$ cat src/rtl/somador_5bits_pkg.sv
// Shared definitions for the fetch-path incrementer and its bit-slice.
package somador_5bits_pkg;

  // Default operand width of the incrementer.
  localparam int DEFAULT_WIDTH = 5;

  // Fetch-path step added to the PC on every sequential fetch.
  localparam int PC_STEP = 4;

  // Flag bundle captured alongside the registered sum.
  typedef struct packed {
    logic cout;
    logic ovf;
  } flags_t;

  // Carry generation of one adder slice: set when at least two inputs are set.
  function automatic logic majority(input logic x, input logic y, input logic z);
    return (x & y) | (x & z) | (y & z);
  endfunction

endpackage

$ cat src/rtl/somador_5bits_full_adder_1b.sv
// One-bit full adder: the repeated slice of the ripple-carry chain.
module full_adder_1b
  import somador_5bits_pkg::*;
(
  input  logic a,
  input  logic b,
  input  logic cin,
  output logic s,
  output logic cout
);

  // Sum bit is the parity of the three inputs; carry is their majority.
  always_comb begin
    s    = a ^ b ^ cin;
    cout = majority(a, b, cin);
  end

endmodule

$ cat src/rtl/somador_5bits.sv
// Ripple-carry adder used as the PC incrementer, with a clocked status
// stage holding the last sum, carry-out and signed overflow.
// There is no handshake: the combinational outputs are valid whenever the
// inputs are stable, and the registered outputs refresh on every rising
// clock edge while reset is high.
module somador_5bits
  import somador_5bits_pkg::*;
#(
  parameter int WIDTH = DEFAULT_WIDTH
) (
  input  logic [WIDTH-1:0] a,
  input  logic [WIDTH-1:0] b,
  input  logic             cin,
  output logic             cout,
  output logic [WIDTH-1:0] sum,
  output logic             ovf,
  output logic [WIDTH-1:0] sum_q,
  output logic             cout_q,
  output logic             ovf_q,
  input  logic             clk,
  input  logic             reset
);

  // c[i] is the carry into bit i; c[0] is the external carry-in.
  logic [WIDTH:0] c;
  flags_t         flags_d;
  flags_t         flags_q;

  assign c[0] = cin;

  // One full-adder slice per bit, chained through c.
  for (genvar i = 0; i < WIDTH; i++) begin : g_slice
    full_adder_1b u_fa (
      .a    (a[i]),
      .b    (b[i]),
      .cin  (c[i]),
      .s    (sum[i]),
      .cout (c[i+1])
    );
  end

  // Carry out of the MSB and signed overflow (carry into MSB differs from carry out).
  always_comb begin
    flags_d.cout = c[WIDTH];
    flags_d.ovf  = c[WIDTH] ^ c[WIDTH-1];
  end

  assign cout = flags_d.cout;
  assign ovf  = flags_d.ovf;

  // Status stage: clears immediately on reset, otherwise captures the adder every edge.
  always_ff @(posedge clk or negedge reset) begin
    if (!reset) begin
      sum_q   <= '0;
      flags_q <= '0;
    end else begin
      sum_q   <= sum;
      flags_q <= flags_d;
    end
  end

  assign cout_q = flags_q.cout;
  assign ovf_q  = flags_q.ovf;

endmodule

$ cat config.mk
export PLATFORM = sky130hd
export DESIGN_NAME = somador_5bits
export DESIGN_NICKNAME = d
export VERILOG_FILES = /design/src/rtl/somador_5bits_pkg.sv /design/src/rtl/somador_5bits_full_adder_1b.sv /design/src/rtl/somador_5bits.sv
export SDC_FILE = /design/constraint.sdc
export NUM_CORES = 1
export LEC_CHECK = 0
export BUFFER_PORTS_ARGS = -buffer_cell sky130_fd_sc_hd__buf_2
export CORE_AREA = 2 2 39 41
export DETAILED_ROUTE_END_ITERATION = 8
export DIE_AREA = 0 0 41 43
export GPL_TIMING_DRIVEN = 0
export SLEW_MARGIN = 20
export SYNTH_ARGS = -nofsm -noshare
export SYNTH_HDL_FRONTEND = slang
export SYNTH_SLANG_ARGS = --single-unit
$ cat constraint.sdc
create_clock -name clk -period 3.6 [get_ports clk]
set_input_delay 0.18 -clock clk [delete_from_list [all_inputs] [get_ports clk]]
set_output_delay 0.18 -clock clk [all_outputs]
set_load 0.005 [all_outputs]
# --- Yosys cells after proc, flatten, opt, wreduce, memory -nomap -nowiden ---
# Cells that the tools add are included.
classes:
  bitwise: 36
ops:
  columns: ["operator", "n"]
  rows:
  - ["AND 1 bit", 15]
  - ["bitwise XOR 1 bit", 11]
  - ["OR 1 bit", 10]
word_totals:
  wordCells: 39
  out_inout_bits: 14
  register_bits: 7
  in_bits: 13

# --- Logic depth before layout (Yosys ltp) ---
# Gate-level depths: netlist (run 1).
depth:
  word_depth: 16
  mapped_depth: 10
  depth_no_buf: 9

# --- Hierarchy ---
# A second synthesis (run 1) with hierarchy kept.
unflattened:
  hier_cells: 13
  area_unflattened_um2: 284.0
by_module_without_submodules:
  columns: ["module", "seq_area_each_um2", "instances", "area_each_um2", "cells_each"]
  rows:
  - ["somador_5bits", 175.2, 1, 183.9, 8]
  - ["full_adder_1b", 0.0, 5, 20.0, 1]

# --- Worst setup path before layout (run 1) ---
# Ideal clock, no wire load.
synth_timing:
  path_type: "input port to output port"
  startpoint: "input a[0]"
  endpoint: "output sum[4]"
  required_time_ps: 3420
  path_stages: 10
  t_arrival_ps: 2221
  path_buffers: 1
  slack_ps: 1199
  path_cell_list: "inv_1 -> fa_1 -> inv_1 -> fa_1 -> fa_1 -> fa_1 -> inv_1 -> fa_1 -> inv_1 -> buf_4"
synth_between:
  elab_chain_len: 13
  elab_cells_between_ends: 17
  cone_classes: "bitwise (17)"
synth_lines:
  columns: ["element", "line_no", "source"]
  rows:
  - ["start, declared", "somador_5bits.sv:11", "input logic [WIDTH-1:0] a,"]
  - ["AND 1 bit", "somador_5bits_pkg.sv:18", "return (x & y) | (x & z) | (y & z);"]
  - ["OR 1 bit (*) (2 in series)", "somador_5bits_pkg.sv:18", null]
  - ["AND 1 bit", "somador_5bits_pkg.sv:18", null]
  - ["OR 1 bit", "somador_5bits_pkg.sv:18", null]
  - ["OR 1 bit (*)", "somador_5bits_pkg.sv:18", null]
  - ["AND 1 bit", "somador_5bits_pkg.sv:18", null]
  - ["OR 1 bit", "somador_5bits_pkg.sv:18", null]
  - ["OR 1 bit (*)", "somador_5bits_pkg.sv:18", null]
  - ["AND 1 bit", "somador_5bits_pkg.sv:18", null]
  - ["OR 1 bit", "somador_5bits_pkg.sv:18", null]
  - ["OR 1 bit (*)", "somador_5bits_pkg.sv:18", null]
  - ["bitwise XOR 1 bit (*)", "somador_5bits_full_adder_1b.sv:14", "s = a ^ b ^ cin;"]
  - ["end, declared", "somador_5bits.sv:15", "output logic [WIDTH-1:0] sum,"]
# Every way passes the cells marked *; elsewhere a longest branch is shown, timed or not.

# --- Worst setup path in the final report (run 1) ---
# Same ends and word-level chain as after synthesis.

==> results of run 1 <==
## final cells by class
cell class              count  area share
flip-flops and latches      7       0.321
repair buffers             27       0.257
multi-input cells           6       0.200
plain buffers               5      0.0688
inverters                  10      0.0688
clock buffers               4      0.0482
well taps                  16      0.0367
## state kept, by name (all words and copies together) (netlist names)
name    count
cout_q      1
ovf_q       1
sum_q       5
## layout by cell type (no fill, tap or decap), drive strengths merged
cell type / count
dlygate4sd3: 1
xnor2: 1
inv: 10
buf: 31
clkbuf: 4
fa: 5
dfrtp: 7
## metrics by stage
stage	worst slack, ps	utilization
CTS	902	0.394
global placement	937	0.368
global route	778	0.394
detailed placement	901	0.368
floorplan	1200	-
finish	927	0.394
## path summary, 6_finish.rpt
check / from / cells past startpoint / end
max in group asynchronous: reset / 2 / sum_q[4]$_DFF_PN0_
min in group asynchronous: reset / 2 / sum_q[3]$_DFF_PN0_
hold / removal: b[3] / 2 / sum_q[3]$_DFF_PN0_
setup / recovery: a[0] / 12 / sum[4]
## metal layers
metal / vias to the layer above / GRT usage / wire length, um / part of all wire
li1: 131 / - / - / -
met1: 118 / 0.0993 / 200 / 0.33
met3: 0 / 0.0157 / 50 / 0.082
met2: 12 / 0.119 / 357 / 0.59
met5: - / 0 / 0 / 0
met4: 0 / 0.0800 / 0 / 0
## where the power goes
part	switching, mW	internal [mW]	leakage (nW)
clock network	0.0233	0.0419	0.0150
registers	0.00266	0.0923	0.0816
logic	0.0321	0.0445	0.222
## what timing repair did
item | 4_1_cts | 5_1_grt
hold buffers | 1 | 0
setup buffers | 0 | 0
hold endpoints to repair | 7 | 0
## cell families after synthesis
| family | Yosys count | synth area share |
|---|---|---|
| XOR/XNOR | 1 | 0.0244 |
| adder cells (fa/ha/maj) | 5 | 0.279 |
| buffers and inverters | 15 | 0.209 |
| flip-flops | 7 | 0.488 |
## critical path: stages
cell and delay [ps]:
buf_2 90, inv_1 70, fa_1 170, inv_1 50
fa_1 370, fa_1 380, fa_1 410, inv_1 90
fa_1 400, inv_1 80, buf_4 100, buf_2 90
==> impl_results.md, run 1 <==
* FILL cells at approximately 160
* Area leader, netlist: dfrtp_1
* Outcome: finished, final reports clean
* Post-synthesis sequential area ratio at 0.488
* Max Slew Vio Count at 0
* Synthesis-to-layout area growth at 51.9%
* Max-cap viol count at 0
* Placed cell area at about 510 um^2
* Top cells by area, synth: dfrtp_1 49%, fa_1 28%, buf_4 10%
* Final hold vios at 0
* Fmax at 374 MHz
* DRT iter0 DRCs at 0
* Syn_nets at 46
* Clk buf depth at 2
* Die width at 41 um
* Data arrival, critical path at 2490 ps
* Gpl congestion at 0.614
* VDD IR max at 0.155 mV
* Clk sink count at 7
* TNS Setup at 0 ps
* H-tree lvl count at 1
* Area of the multi-input gates at 109 um^2
* Mapped Cells at 28
* CTS tree: built
* Synthesized area per cell at 12.8 um^2
* Starting Density at 0.259
* Clock transition at path regs at 50 ps
* Startpoint Class: input pin
* Routed vias/inst at 3.48
* Number of global-route vias before repair at 244
* Die H at 43 um
* FFs w/ async S/R, synth at 1.00
* RSZ-0062 raised after global routing: false
* Rows at 14
* CP Class: input pin to primary output
* WHS at ~250 ps
* # setup viols final at 0
* Register area at 175 um^2
* Nets@finish at 78
* First-pass GRT wire length at 952 um
* Wire length per cell at 8.12 um
* Pre-Repair DR Iteration Count at 1
* Synth warn at 0
* Min-Delay Path Class: input pin to flop
* Synth unique cells at 5
* Relative slew margins at 0.864
* Largest net degree at the start of global routing at 8
* Initial antenna violation count at 0
* Dominant synthesized flop cell: dfrtp_1
* Register bit count reported by yosys at 7
* Post-CTS Resized at 0
* Cell Area, Synth at 359 um^2
* Final std cells w/o fill at 75
* # diodes at 0
* Worst Max-Slew Pin Slew at 203 ps
* Post-synth EDFFs at 0
* PwrDens at 434 nW/um^2
* Core area at 1380 um^2
* Final Cycle Share at 0.742
* Post-synth top area share at 0.488
* DP Cell Count at 70
* Layout cells sized above 1 at 0.576
* CTS buffer count at 3
* Root buf cell: clkbuf_4
* Pwr Total at 0.237 mW
* Critical Path RT at between 3000 and 4000 ps
* Worst-path fanout max at 2
* PortBufs at 26
* DR vias at 261
* Crit path time final at roughly 2700 ps
* Drt drc at 0
* GRT Overall Usage at 0.0839
* Ports at 27
* Static Leak at 0.319 nW
* Top cells by count, synth: 10 x inv_1, 7 x dfrtp_1, 5 x buf_4, 5 x fa_1, 1 x xnor2_1
* Most frequent cell after synthesis: inv_1
* Drt total wl at between 600 and 700 um
* Routed Antenna Nets at 0
* Design area at 546 um^2
* GR Overflow Total at 0
* Die area at 1760 um^2
* DP HPWL at 575 um
* Crit end category: primary output
Power figures use the tool's default switching activity.
==> run 2: changes to the inputs <==
Settings changed: ABC_AREA set to 1.
Clock period 3.6 ns to 2.3 ns, I/O delays scaled along.
==> impl_results.md, run 2 <==
* Outcome: complete, but fails checks
* Violated checks: negative setup slack
* Pre-Repair DR Iteration Count at 1
* Internal power at 0.307 mW
* Final hold vios at 0
* Core area at approximately 1400 um^2
* H-tree lvl count at 1
* Final Cycle Share at 1.02
* Post-synth top area share at 0.484
* Clk buf depth at 2
* Clock transition at path regs at 50 ps
* Relative slew margins at 0.896
* Hold Path Stages at 2
* Drt total wl at 667 um
* # setup viols final at 2
* Layout cells sized above 1 at 0.758
* Routed Antenna Nets at 0
* GRT Overall Usage at 0.0870
* Register bit count reported by yosys at 7
* Syn_nets at 48
* Finished Core Util at 0.458
* FILL cells at 129
* Data arrival, critical path at 2230 ps
* Critical Path RT at approximately 2200 ps
* Synthesis-to-layout area growth at 75.1%
* Routed vias/inst at 3.56
* VDD IR max at 0.294 mV
* Die H at 43 um
* Switching Share at 0.258
* Synth unique cells at 6
* Nets@finish at 85
* Die width at 41 um
* DR vias at slightly below 300
* Synthesized area per cell at between 10 and 15 um^2
* Placed cell area at 512 um^2
* Largest net degree at the start of global routing at 8
* Top cells by count, synth: 9 x inv_1, 7 x dfrtp_1, 5 x buf_4, 5 x fa_1, 3 x nand2_1
* Clk sink count at 7
* CTS tree: built
* Gpl congestion at 0.664
* Static Leak at about 0.35 nW
* Register area at approximately 180 um^2
* Cell Area, Synth at 362 um^2
* WHS at ~210 ps
* Min-Delay Path Class: input pin to flop
* Area leader, netlist: dfrtp_1
* CP Class: input pin to primary output
* Starting Density at 0.261
* FFs w/ async S/R, synth at 1.00
* Number of flip-flops in the largest register at 5
* Rows at 14
* Ports at 27
* Synth warn at 0
* Worst Max-Slew Pin Slew at 156 ps
* Worst-path fanout max at 2
* Comb power frac at 0.387
* Post-synthesis sequential area ratio at 0.484
* Commonest non-fill, non-tap cell in the layout: buf_2
* PortBufs at 26
* First-pass GRT wire length at slightly above 1 mm
* GR Overflow Total at 0
* Max Slew Vio Count at 0
* Dominant synthesized flop cell: dfrtp_1
* RSZ-0062 raised after global routing: true
* Area of the multi-input gates at 121 um^2
* Commonest cells after routing, fill and taps aside: 22 x buf_2, 9 x buf_4, 7 x dfrtp_1, 5 x buf_6
* Startpoint Class: input pin
* Die area at roughly 1800 um^2
* Post-synth EDFFs at 0
* Root buf cell: clkbuf_4
* Top reg by flops: sum_q
* DRT iter0 DRCs at 0
* Fmax at 427 MHz
* CTS buffer count at 3
* Max-cap viol count at 0
* # diodes at 0
* Switching power at 0.107 mW
* Drt drc at 0
* DP HPWL at around 530 um
* Design area at 633 um^2
* Worst Slack Setup Final at -42.2 ps
* Sequential share of power at 0.356
* Crit path time final at 2340 ps
* Clock share of power at 0.257
* Top cells by area, synth: dfrtp_1 48%, fa_1 28%, buf_4 10%
* Initial antenna violation count at 0
* Most frequent cell after synthesis: inv_1
* Crit end category: primary output
* Mapped Cells at 30
* Wire length per cell at between 8 and 9 um
* PwrDens at 653 nW/um^2
* Number of global-route vias before repair at approximately 260
## run 2: kinds of logic (layout without fill, tap and decap cells)
kind of cell	after synthesis	after routing	share of synthesized area
DFF	7	7	0.484
and+or+nand+nor	3	3	0.0311
buffers and inverters	15	51	0.208
adders and majority gates	5	5	0.277
## run 2: critical path, stage by stage
cell and delay [ps]:
buf_6 100, inv_4 40, fa_2 190, inv_2 30
fa_2 330, fa_2 350, fa_2 360, inv_2 70
fa_1 410, inv_2 70, buf_6 80, buf_6 80
## run 2: what timing repair did
| item | 4_1_cts | 5_1_grt |
|---|---|---|
| hold buffers | 1 | 0 |
| hold endpoints to repair | 7 | 0 |
| buffers inserted | 5 | 0 |
| gates resized for setup | 15 | 2 |
| setup endpoints to repair | 2 | 3 |
| pin swaps | 5 | 5 |
## run 2: per-layer routing
layer	global-route usage	part of all wire
met5	0	0
met4	0.0200	0
met3	0.0314	0.12
met2	0.150	0.56
met1	0.0959	0.31
## run 2: cell type report
cell class | count | share of cell area
flip-flops and latches | 7 | 0.277
repair buffers | 32 | 0.320
plain buffers | 5 | 0.0652
clock inverters | 1 | 0.00791
inverters | 10 | 0.0711
well taps | 16 | 0.0316
multi-input cells | 8 | 0.192
clock buffers | 3 | 0.0356
## run 2: worst paths after layout
check,start,endpoint
min in group asynchronous,reset,sum_q[0]$_DFF_PN0_
hold / removal,b[1],sum_q[1]$_DFF_PN0_
setup / recovery,cin,sum[4]
max in group asynchronous,reset,sum_q[2]$_DFF_PN0_
## run 2: metrics by stage
stage	TNS, ps	power, mW	worst slack [ps]	cells
6_report	-75.3	0.414	-42.2	82
5_1_grt	-266	0.449	-145	82
4_1_cts	-277	0.419	-158	82
3_5_place_dp	-350	0.268	-266	72
3_3_place_gp	-308	0.266	-247	72
2_1_floorplan	0	0.208	38.9	30
## run 2: power by group through the flow
stage                     combinational, mW  sequential, mW  clock [mW]
final                                 0.160           0.147       0.106
after global routing                  0.180           0.149       0.119
after CTS                             0.161           0.147       0.111
after detailed placement              0.118           0.150           0
after global placement                0.116           0.150           0
after floorplan                      0.0544           0.154           0
==> run 3: changes to the inputs <==
Settings changed: BUFFER_PORTS_ARGS -buffer_cell sky130_fd_sc_hd__buf_2 to -buffer_cell sky130_fd_sc_hd__clkbuf_2.
==> impl_results.md, run 3 (synthesis results as in run 2) <==
* Layout cells sized above 1 at 0.700
* Initial antenna violation count at 0
* Worst Slack Setup Final at 14.4 ps
* DP Cell Count at 72
* Area of the multi-input gates at 121 um^2
* Routed Antenna Nets at 0
* Die area at 1760 um^2
* FILL cells at 143
* First-pass GRT wire length at 979 um
* Clock transition at path regs at 50 ps
* Comb power frac at 0.318
* DP HPWL at between 500 and 600 um
* Static Leak at between 0.3 and 0.4 nW
* Die H at 43 um
* DRT iter0 DRCs at 3
* RSZ-0062 raised after global routing: true
* Routed vias/inst at 3.66
* Largest net degree at the start of global routing at 8
* GR Overflow Total at 0
* Dpl ws at -241 ps
* Critical Path RT at 2180 ps
* GRT Overall Usage at 0.0858
* Starting Density at 0.261
* Number of flip-flops in the largest register at 5
* CTS tree: built
* Clk buf depth at 2
* Switching Share at 0.261
* Root buf cell: clkbuf_4
* DR vias at around 280
* Relative slew margins at 0.886
* Switching power at 0.0976 mW
* VDD IR max at 0.194 mV
* Met2 wire length at 372 um
* Cell mode on critical path: fa_2
* Nets@finish at 79
* CP Class: input pin to primary output
* Register area at 175 um^2
* Fmax at 438 MHz
* Drt total wl at 653 um
* Clk sink count at 7
* Final hold vios at 0
* Clock share of power at 0.286
* Max-cap viol count at 0
* Top reg by flops: sum_q
* CTS buffer count at 3
* PortBufs at 26
* Wire length per cell at 8.59 um
* # diodes at 0
* Pre-Repair DR Iteration Count at 2
* Core area at ~1400 um^2
* Cell Chain, Critical Path: buf_6, inv_4, fa_2, inv_2, fa_2, fa_2, fa_2, inv_2, fa_1, inv_1, buf_2
* Final std cells w/o fill at 76
* Worst-path fanout max at 2
* WL met3 at 63 um
* Startpoint Class: input pin
* TNS Setup at 0 ps
* CP peak stage delay at ~400 ps
* Min-Delay Path Class: input pin to flop
* Outcome: finished, final reports clean
* Met1 WL at 217 um
* Gpl congestion at about 0.67
* Sequential share of power at 0.396
* Synthesis-to-layout area growth at 57.1%
* Internal power at 0.277 mW
* H-tree lvl count at 1
* Data arrival, critical path at 2170 ps
* # setup viols final at 0
* Final Cycle Share at 0.994
* Max Slew Vio Count at 0
* Rows at 14
* Crit end category: primary output
* Drt drc at 0
* Slowest library cell on the worst path: fa_1
* Worst Max-Slew Pin Slew at 171 ps
* Max Used Layer: met3
* Ports at 27
* PwrDens at ~660 nW/um^2
* Die width at 41 um
* WHS at 206 ps
* Commonest cells after routing, fill and taps aside: 23 x clkbuf_2, 7 x dfrtp_1, 5 x inv_1, 4 x fa_2, 4 x buf_4
* Crit path time final at 2290 ps
* Number of global-route vias before repair at 274
* Commonest non-fill, non-tap cell in the layout: clkbuf_2
run 3: changes by cell type in the layout (fill, tap and decap cells not counted), sizes merged:
cell    previous run  this run
buf               36         7
clkinv             1         0
clkbuf             3        27
run 3: critical path, delay by kind of cell:
| kind | cells | cell delay [ps] |
|---|---|---|
| adders and majority gates | 5 | 1630 |
| buffers and inverters | 6 | 430 |
run 3: repair_timing:
item | in CTS | in global routing
endpoints found under the hold margin | 7 | 0
hold buffers | 1 | 0
pin swaps | 5 | 5
setup buffers | 0 | 0
gates resized for setup | 8 | 5
setup endpoints to repair | 2 | 2
run 3: worst paths after layout:
| path | startpoint | endpoint | slack [ps] | depth (start not counted) |
|---|---|---|---|---|
| setup / recovery | a[0] | sum[4] | 10 | 11 |
| min in group asynchronous | reset | sum_q[0]$_DFF_PN0_ | 240 | 2 |
| max in group asynchronous | reset | sum_q[1]$_DFF_PN0_ | 1900 | 2 |
| hold / removal | b[3] | sum_q[3]$_DFF_PN0_ | 210 | 2 |
run 3: stage by stage:
step | power (mW) | util | instance area, um^2
3_5_place_dp | 0.270 | 0.370 | 512
2_1_floorplan | 0.208 | - | 362
5_1_grt | 0.412 | 0.410 | 568
3_3_place_gp | 0.268 | 0.370 | 512
6_report | 0.375 | 0.410 | 568
4_1_cts | 0.381 | 0.398 | 551
run 3: layer usage:
layer  global-route usage  vias to the layer above
met5                    0                        -
met4               0.0400                        0
met3               0.0471                        0
met2                0.141                       13
met1               0.0816                      129
li1                     -                      136
run 3: area by class of cell:
cell class | instances | share of cell area
Clock buffer | 4 | 0.0463
Sequential cell | 7 | 0.308
Tap cell | 16 | 0.0352
Inverter | 10 | 0.0749
Buffer | 4 | 0.0529
Timing Repair Buffer | 27 | 0.269
Multi-Input combinational cell | 8 | 0.214
run 3: power by group through the flow:
stage / Clock (mW) / Combinational (mW) / Sequential (mW)
2_1_floorplan: 0 / 0.0544 / 0.154
3_3_place_gp: 0 / 0.117 / 0.151
3_5_place_dp: 0 / 0.119 / 0.151
4_1_cts: 0.112 / 0.120 / 0.149
5_1_grt: 0.123 / 0.138 / 0.151
6_report: 0.107 / 0.119 / 0.148
